### src/rtl/can_rx_frame_ctrl.sv
// ---------------------------------------------------------------------------
// can_rx_frame_ctrl
//
// Receive-side frame sequencer for standard-format (11-bit ID) CAN frames.
// It qualifies bus idle, detects the SOF falling edge and enables the bit
// sampler. It then destuffs the sampler's bit strobes and walks the frame
// fields from SOF through the last CRC bit. The destuffed stream, header
// fields and status pulses are published to the downstream CRC and
// frame-assembly logic.
//
// Ports:
//   clk          system clock, the only clock
//   rst_n        synchronous active-low reset
//   din          rx line, already synchronized to clk (1 = recessive)
//   sample_bit   bit value from the sampler
//   sample_valid one-cycle strobe from the sampler
//   sample_en    sampler enable, high from SOF until the last CRC bit
//   bit_dout     destuffed frame bit (SOF excluded)
//   bit_dvalid   one-cycle strobe for bit_dout
//   field        current field: 0 idle, 1 arb, 2 ctrl, 3 data, 4 crc
//   id           received identifier
//   rtr          received RTR bit
//   dlc          received DLC
//   hdr_valid    one-cycle pulse when id/rtr/dlc are complete
//   frame_done   one-cycle pulse after the last CRC bit
//   stuff_err    one-cycle pulse on a stuff violation
//   form_err     one-cycle pulse on IDE=1 (extended frames unsupported)
// ---------------------------------------------------------------------------
module can_rx_frame_ctrl #(
   parameter int clk_speed_MHz      = 100,
   parameter int can_bit_rate_Kbits = 1000,
   parameter int idle_bits          = 11
) (
   input  logic        clk,
   input  logic        rst_n,
   input  logic        din,
   input  logic        sample_bit,
   input  logic        sample_valid,
   output logic        sample_en,
   output logic        bit_dout,
   output logic        bit_dvalid,
   output logic [2:0]  field,
   output logic [10:0] id,
   output logic        rtr,
   output logic [3:0]  dlc,
   output logic        hdr_valid,
   output logic        frame_done,
   output logic        stuff_err,
   output logic        form_err
);

   localparam int CLKS_PER_BIT = clk_speed_MHz * 1000 / can_bit_rate_Kbits;
   localparam int IDLE_MAX     = idle_bits * CLKS_PER_BIT;
   localparam int IDLE_W       = $clog2(IDLE_MAX + 1);

   typedef enum logic [2:0] {
      S_WAIT_IDLE,
      S_IDLE,
      S_SOF,
      S_ARB,
      S_CTRL,
      S_DATA,
      S_CRC
   } state_t;

   state_t            state, state_nxt;
   logic [IDLE_W-1:0] idle_cnt, idle_cnt_nxt;
   logic              din_d;
   logic [6:0]        bit_cnt, bit_cnt_nxt;
   logic [2:0]        run, run_nxt;
   logic              last, last_nxt;

   logic        sample_en_nxt;
   logic        bit_dout_nxt;
   logic        bit_dvalid_nxt;
   logic [2:0]  field_nxt;
   logic [10:0] id_nxt;
   logic        rtr_nxt;
   logic [3:0]  dlc_nxt;
   logic        hdr_valid_nxt;
   logic        frame_done_nxt;
   logic        stuff_err_nxt;
   logic        form_err_nxt;

   // DLC values above 8 still carry only 8 bytes, so the data field length
   // saturates at 64 bits.
   logic [3:0] dlc_eff;
   logic [6:0] data_len;
   assign dlc_eff  = dlc[3] ? 4'd8 : dlc;
   assign data_len = {dlc_eff, 3'b000};

   // State and output registers. Reset wins over everything, including a
   // frame in progress, and returns the block to idle qualification.
   always_ff @(posedge clk) begin
      if (!rst_n) begin
         state      <= S_WAIT_IDLE;
         idle_cnt   <= '0;
         din_d      <= 1'b1;
         bit_cnt    <= '0;
         run        <= '0;
         last       <= 1'b0;
         sample_en  <= 1'b0;
         bit_dout   <= 1'b0;
         bit_dvalid <= 1'b0;
         field      <= 3'd0;
         id         <= '0;
         rtr        <= 1'b0;
         dlc        <= '0;
         hdr_valid  <= 1'b0;
         frame_done <= 1'b0;
         stuff_err  <= 1'b0;
         form_err   <= 1'b0;
      end else begin
         state      <= state_nxt;
         idle_cnt   <= idle_cnt_nxt;
         din_d      <= din;
         bit_cnt    <= bit_cnt_nxt;
         run        <= run_nxt;
         last       <= last_nxt;
         sample_en  <= sample_en_nxt;
         bit_dout   <= bit_dout_nxt;
         bit_dvalid <= bit_dvalid_nxt;
         field      <= field_nxt;
         id         <= id_nxt;
         rtr        <= rtr_nxt;
         dlc        <= dlc_nxt;
         hdr_valid  <= hdr_valid_nxt;
         frame_done <= frame_done_nxt;
         stuff_err  <= stuff_err_nxt;
         form_err   <= form_err_nxt;
      end
   end

   // Next-state and next-output logic. Every output is computed here one
   // cycle ahead so that it leaves the block straight from a flop.
   always_comb begin
      state_nxt      = state;
      idle_cnt_nxt   = idle_cnt;
      bit_cnt_nxt    = bit_cnt;
      run_nxt        = run;
      last_nxt       = last;
      sample_en_nxt  = sample_en;
      bit_dout_nxt   = bit_dout;
      bit_dvalid_nxt = 1'b0;
      id_nxt         = id;
      rtr_nxt        = rtr;
      dlc_nxt        = dlc;
      hdr_valid_nxt  = 1'b0;
      frame_done_nxt = 1'b0;
      stuff_err_nxt  = 1'b0;
      form_err_nxt   = 1'b0;

      unique case (state)
         S_WAIT_IDLE: begin
            sample_en_nxt = 1'b0;
            if (din) begin
               if (idle_cnt == IDLE_W'(IDLE_MAX - 1)) begin
                  state_nxt    = S_IDLE;
                  idle_cnt_nxt = '0;
               end else begin
                  idle_cnt_nxt = idle_cnt + IDLE_W'(1);
               end
            end else begin
               idle_cnt_nxt = '0;
            end
         end

         S_IDLE: begin
            if (din_d && !din) begin
               state_nxt     = S_SOF;
               sample_en_nxt = 1'b1;
            end
         end

         // A recessive first sample means the edge was a glitch; fall back
         // to IDLE without re-qualifying the bus.
         S_SOF: begin
            if (sample_valid) begin
               if (!sample_bit) begin
                  state_nxt   = S_ARB;
                  last_nxt    = 1'b0;
                  run_nxt     = 3'd1;
                  bit_cnt_nxt = '0;
               end else begin
                  state_nxt     = S_IDLE;
                  sample_en_nxt = 1'b0;
               end
            end
         end

         // After five equal bits the next one is a stuff bit: it must be
         // the opposite level, is dropped, and starts a new run.
         S_ARB, S_CTRL, S_DATA, S_CRC: begin
            if (sample_valid) begin
               if (run == 3'd5) begin
                  if (sample_bit != last) begin
                     run_nxt  = 3'd1;
                     last_nxt = sample_bit;
                  end else begin
                     stuff_err_nxt = 1'b1;
                     sample_en_nxt = 1'b0;
                     state_nxt     = S_WAIT_IDLE;
                     idle_cnt_nxt  = '0;
                  end
               end else begin
                  if (sample_bit == last) begin
                     run_nxt = run + 3'd1;
                  end else begin
                     run_nxt  = 3'd1;
                     last_nxt = sample_bit;
                  end
                  bit_dout_nxt   = sample_bit;
                  bit_dvalid_nxt = 1'b1;
                  bit_cnt_nxt    = bit_cnt + 7'd1;

                  unique case (state)
                     S_ARB: begin
                        if (bit_cnt < 7'd11) begin
                           id_nxt = {id[9:0], sample_bit};
                        end else begin
                           rtr_nxt     = sample_bit;
                           state_nxt   = S_CTRL;
                           bit_cnt_nxt = '0;
                        end
                     end

                     // Bit 0 is IDE, bit 1 is r0, bits 2..5 are the DLC.
                     S_CTRL: begin
                        if (bit_cnt == 7'd0 && sample_bit) begin
                           form_err_nxt   = 1'b1;
                           bit_dvalid_nxt = 1'b0;
                           sample_en_nxt  = 1'b0;
                           state_nxt      = S_WAIT_IDLE;
                           idle_cnt_nxt   = '0;
                        end else begin
                           if (bit_cnt >= 7'd2) begin
                              dlc_nxt = {dlc[2:0], sample_bit};
                           end
                           if (bit_cnt == 7'd5) begin
                              hdr_valid_nxt = 1'b1;
                              bit_cnt_nxt   = '0;
                              if (rtr || dlc_nxt == 4'd0) begin
                                 state_nxt = S_CRC;
                              end else begin
                                 state_nxt = S_DATA;
                              end
                           end
                        end
                     end

                     S_DATA: begin
                        if (bit_cnt == data_len - 7'd1) begin
                           state_nxt   = S_CRC;
                           bit_cnt_nxt = '0;
                        end
                     end

                     S_CRC: begin
                        if (bit_cnt == 7'd14) begin
                           frame_done_nxt = 1'b1;
                           sample_en_nxt  = 1'b0;
                           state_nxt      = S_WAIT_IDLE;
                           idle_cnt_nxt   = '0;
                           bit_cnt_nxt    = '0;
                        end
                     end

                     default: ;
                  endcase
               end
            end
         end

         default: begin
            state_nxt = S_WAIT_IDLE;
         end
      endcase

      // The field code follows the state the FSM is about to enter.
      unique case (state_nxt)
         S_ARB:   field_nxt = 3'd1;
         S_CTRL:  field_nxt = 3'd2;
         S_DATA:  field_nxt = 3'd3;
         S_CRC:   field_nxt = 3'd4;
         default: field_nxt = 3'd0;
      endcase
   end

endmodule

### config.mk
export PLATFORM = sky130hd
export DESIGN_NAME = can_rx_frame_ctrl
export DESIGN_NICKNAME = d
export VERILOG_FILES = /design/src/rtl/can_rx_frame_ctrl.sv
export SDC_FILE = /design/constraint.sdc
export NUM_CORES = 1
export LEC_CHECK = 0
export ABC_AREA = 1
export BUFFER_PORTS_ARGS = -buffer_cell sky130_fd_sc_hd__buf_2
export CORE_MARGIN = 2
export CORE_UTILIZATION = 63
export DETAILED_ROUTE_END_ITERATION = 7
export PLACE_DENSITY = 0.85
export SLEW_MARGIN = 20
export SYNTH_ARGS = -nofsm -noshare
export SYNTH_HDL_FRONTEND = slang
export SYNTH_SLANG_ARGS = --single-unit
### constraint.sdc
create_clock -name clk -period 2.7 [get_ports clk]
set_input_delay 0.405 -clock clk [delete_from_list [all_inputs] [get_ports clk]]
set_output_delay 0.405 -clock clk [all_outputs]
set_load 0.1 [all_outputs]
==> results <==
- The flow ran to the end, and the final reports show no timing, DRC or antenna violations.
- Relative to the synthesized area, the layout overhead comes to 10.05%.
- The H-tree depth is 2.
- Entering global routing, the biggest net connects 23 pins.
- The number of pins with negative max-slew slack in the final report is 0.
- At the end of the flow, the number of nets in the layout was 451.
- The analysis attributes to cell leakage a power of 1.405 nW.
- The number of sinks on the clock net is 52.
- The measured slew at the worst slew-check pin is 0.5030 ns.
- STA classifies the critical path startpoint as a register.
- The fraction of final layout cells with drive strength greater than 1 is 0.1503.
- The aggregate negative setup slack is 0 ns.
- Subtracting the final worst setup slack from the clock period gives 2.222 ns.
- At the end of routability-driven placement, the weighted congestion stood at 0.9218.
- The average wire per cell in the routed design is 11.93 µm.
- Dividing total power by cell area gives a power density of 417.1 nW/µm².
- The share of total power consumed by net switching is 0.2401.
- STA puts the critical path data arrival time at 2.44 ns.
- Setup repair after global routing left no endpoint under its margin.
- The number of hold buffers added after cts is 0.
- The vias per cell is 5.322.
- The later pin in the worst-skew pair is clocked with a latency of 0.32 ns.
- In this run, synthesis inferred 0 flip-flops with an integrated enable.
- The maximum frequency from static timing analysis is 450.0 MHz.
- The die span in x is 70.39 µm.
- 0 antenna diodes ended up in the layout.
- The distinct cell type count after synthesis is 38.
- For this run, the total global-route usage over all layers was measured as 0.2570.
- In this run the worst path has a maximum fanout of 10.
- The share of the Yosys chip area taken by registers is 0.3749.
- In this run the vertical extent of the chip is 70.39 µm.
- The path class of the tightest hold or removal check is input port to register.
- In this run the power spent charging and discharging nets is 0.3060 mW.
- The number of cells on the worst reg-to-reg path is 12.
- Across the run, the number of max-cap violations was 0.
- The Yosys warning count is 0.
- Setup violations remaining at the end of the flow were counted as 0.
- STA puts the critical path data required time at 2.92 ns.
- The clock-pin slew on the worst setup and hold paths is 0.10 ns.
- Dividing the final minimum period by the clock period gives 0.8231.
- The maximum clock skew at final layout is 0.007736 ns.
- The full die area is 4954 µm².
- The first detailed-routing pass ran for 5 iterations.
- The total number of vias is 2,613.
- The quantity of I/O buffers inserted on ports is 30.
- The total power draw is 1.274 mW.
- The async set or reset register ratio after synthesis is 0.
- The setup fix buffers added after clock tree synthesis is 0.
- TritonCTS created 5 clock buffers.
- Synthesis produced 407 cells.
- The average cell area after synthesis is 6.822 µm².
- VDD sags by at most 0.0003401 V.
- In this run the remaining antenna-violating nets after routing total 0.
- The depth of the worst hold-timing path is 3.
- The final hold violation count is 0.
- After synthesis the netlist holds a flip-flop and latch count of 52.
- The initial antenna violation count is 0.
- Headroom to the max-slew limit came out at 0.6616.
- Wires add up to 5.859 mm.
- The number of instances resized during post-cts repair is 0.
- The fraction of power consumed by the clock network is 0.364.
- The core box area is 4294 µm².
- The number of top-level pins is 31.
- The sequential fraction of design power is 0.604.
- The root buffer cell chosen for the clock tree is sky130_fd_sc_hd__clkbuf_8.
- For this block, the initial DRC count from the detailed router was 214.
- The initial utilization of the core area, before any placement, comes to 0.6466.
- The cell area that synthesis handed to floorplanning was 2776 µm².
- The number of global-route vias before repair came to 2,397.
- The wire-length estimate of the detail-placed layout is 4.412 mm.
- No sink is reached through more buffers than the 2 on the longest clock path.
- The most used flip-flop cell after synthesis is sky130_fd_sc_hd__dfxtp_1.
- The number of nets in the synthesized netlist is 420.
- Row generation in the floorplan step produced 24 rows.
- After detailed routing, the number of remaining DRC violations is 0.
- The relative contribution of combinational cells to total power is 0.032.
- The first-pass GRT wire length is 10.37 mm.
- The endpoint kind of the worst setup timing path is a register.
- Summed over all layers, the global routing overflow is 0.
- TritonCTS built the clock tree.
- The critical path is of the register to register type.
- The internal portion of total power is 0.9683 mW.
## power by group through the flow
stage | Combinational, mW | Sequential, mW | Clock [mW]
2_1_floorplan | 0.0275 | 0.787 | 0
3_3_place_gp | 0.0389 | 0.788 | 0
3_5_place_dp | 0.0398 | 0.788 | 0
4_1_cts | 0.0398 | 0.770 | 0.478
5_1_grt | 0.0451 | 0.770 | 0.509
6_report | 0.0402 | 0.770 | 0.464
## cells by family (layout without fill, tap and decap cells)
logic type / count (synthesis) / after routing / synth area share
compound gates: 65 / 65 / 0.1302
xor+xnor: 6 / 6 / 0.01893
fa+ha+maj: 8 / 8 / 0.03605
buf+inv: 67 / 99 / 0.09869
flops: 52 / 52 / 0.3749
simple gates: 209 / 209 / 0.3411
## registers in the layout, indices dropped and copies added, names as in the netlist
name / cells
din_d: 1
state: 3
last: 1
stuff_err: 1
id: 11
rtr: 1
idle_cnt: 11
hdr_valid: 1
run: 3
sample_en: 1
bit_cnt: 7
field: 3
bit_dout: 1
frame_done: 1
form_err: 1
dlc: 4
bit_dvalid: 1
## cells in the final DEF (no fill, tap or decap), types with 2 or more instances in the layout
cell,netlist,layout
sky130_fd_sc_hd__clkbuf_8,0,5
sky130_fd_sc_hd__dfxtp_1,52,52
sky130_fd_sc_hd__o21ai_1,2,2
sky130_fd_sc_hd__or2_2,2,2
sky130_fd_sc_hd__clkinvlp_4,0,2
sky130_fd_sc_hd__a21oi_1,19,19
sky130_fd_sc_hd__a31oi_1,3,3
sky130_fd_sc_hd__nand4_1,5,5
sky130_fd_sc_hd__ha_1,8,8
sky130_fd_sc_hd__buf_2,3,30
sky130_fd_sc_hd__xor2_1,2,2
sky130_fd_sc_hd__o211ai_1,2,2
sky130_fd_sc_hd__clkinv_1,2,2
sky130_fd_sc_hd__xnor2_1,4,4
sky130_fd_sc_hd__o21ai_0,30,30
sky130_fd_sc_hd__a211oi_1,6,6
sky130_fd_sc_hd__buf_4,0,3
sky130_fd_sc_hd__nor2_2,3,3
sky130_fd_sc_hd__nor3_1,14,14
sky130_fd_sc_hd__nand3_1,19,19
sky130_fd_sc_hd__nor3_2,4,4
sky130_fd_sc_hd__nand2_1,74,74
sky130_fd_sc_hd__inv_2,4,4
sky130_fd_sc_hd__nand2_2,4,4
sky130_fd_sc_hd__nor2_1,73,73
sky130_fd_sc_hd__nor4_1,5,5
sky130_fd_sc_hd__inv_1,51,51
## cell usage after synthesis (2+ instances only)
cell | number | share of area
sky130_fd_sc_hd__clkinv_1 | 2 | 0.0027
sky130_fd_sc_hd__or2_2 | 2 | 0.0045
sky130_fd_sc_hd__ha_1 | 8 | 0.036
sky130_fd_sc_hd__o21ai_0 | 30 | 0.054
sky130_fd_sc_hd__clkbuf_1 | 2 | 0.0027
sky130_fd_sc_hd__a21oi_1 | 19 | 0.034
sky130_fd_sc_hd__buf_6 | 2 | 0.0081
sky130_fd_sc_hd__nand4_1 | 5 | 0.011
sky130_fd_sc_hd__xnor2_1 | 4 | 0.013
sky130_fd_sc_hd__inv_1 | 51 | 0.069
sky130_fd_sc_hd__nor2_2 | 3 | 0.0068
sky130_fd_sc_hd__a31oi_1 | 3 | 0.0068
sky130_fd_sc_hd__nand3_1 | 19 | 0.034
sky130_fd_sc_hd__nor3_2 | 4 | 0.014
sky130_fd_sc_hd__buf_2 | 3 | 0.0054
sky130_fd_sc_hd__nor3_1 | 14 | 0.025
sky130_fd_sc_hd__inv_2 | 4 | 0.0054
sky130_fd_sc_hd__o21ai_1 | 2 | 0.0036
sky130_fd_sc_hd__dfxtp_1 | 52 | 0.37
sky130_fd_sc_hd__o211ai_1 | 2 | 0.0054
sky130_fd_sc_hd__nor2_1 | 73 | 0.099
sky130_fd_sc_hd__nand2_2 | 4 | 0.0090
sky130_fd_sc_hd__a211oi_1 | 6 | 0.016
sky130_fd_sc_hd__nand2_1 | 74 | 0.10
sky130_fd_sc_hd__xor2_1 | 2 | 0.0063
sky130_fd_sc_hd__nor4_1 | 5 | 0.011
## metrics by stage
step	setup WS, ns	hold WS [ns]	std cells	utilization	instance area [µm²]
4_1_cts	0.4625	0.3046	491	0.7115	3055
3_5_place_dp	0.4808	0.4641	483	0.6894	2960
2_1_floorplan	0.1718	0.4383	407	-	2776
6_report	0.4777	0.3054	491	0.7115	3055
5_1_grt	0.2123	0.3175	491	0.7115	3055
3_3_place_gp	0.5429	0.4607	483	0.6894	2960
## layer usage
metal | global-route usage | routed length, µm | vias up
met4 | 0.07479 | 76 | 0
met5 | 0 | 0 | -
li1 | - | - | 1376
met2 | 0.4224 | 2606 | 77
met1 | 0.3400 | 2827 | 1151
met3 | 0.05339 | 349 | 9
## worst paths after layout
check / startpoint / slack [ns] / to
hold / removal: din / 0.31 / din_d
hold reg to reg: run[2] / 0.49 / run[2]
setup / recovery: run[1] / 0.48 / id[4]
setup reg to reg: run[1] / 0.48 / id[4]
## worst max-delay path, stage by stage (launching register included)
cell and delay, ns:
sky130_fd_sc_hd__dfxtp_1 0.36, sky130_fd_sc_hd__inv_1 0.05, sky130_fd_sc_hd__ha_1 0.17, sky130_fd_sc_hd__nand2_1 0.17, sky130_fd_sc_hd__inv_1 0.15, sky130_fd_sc_hd__nor2_2 0.25
sky130_fd_sc_hd__inv_1 0.09, sky130_fd_sc_hd__nor2_1 0.21, sky130_fd_sc_hd__inv_2 0.06, sky130_fd_sc_hd__nor2_1 0.13, sky130_fd_sc_hd__clkinv_1 0.25, sky130_fd_sc_hd__nor2_1 0.16
sky130_fd_sc_hd__nor2_1 0.06
## area by class of cell
cell class                 instances  area [µm²]
clock buffer                       5       68.82
clock inverter                     3       26.28
fill                             383        1239
inverter                          58       220.2
timing repair buffer              33       172.7
multi-input combinational        288        1461
tap                               52       65.06
sequential                        52        1041
No activity file was read; power rests on OpenSTA's default activity.
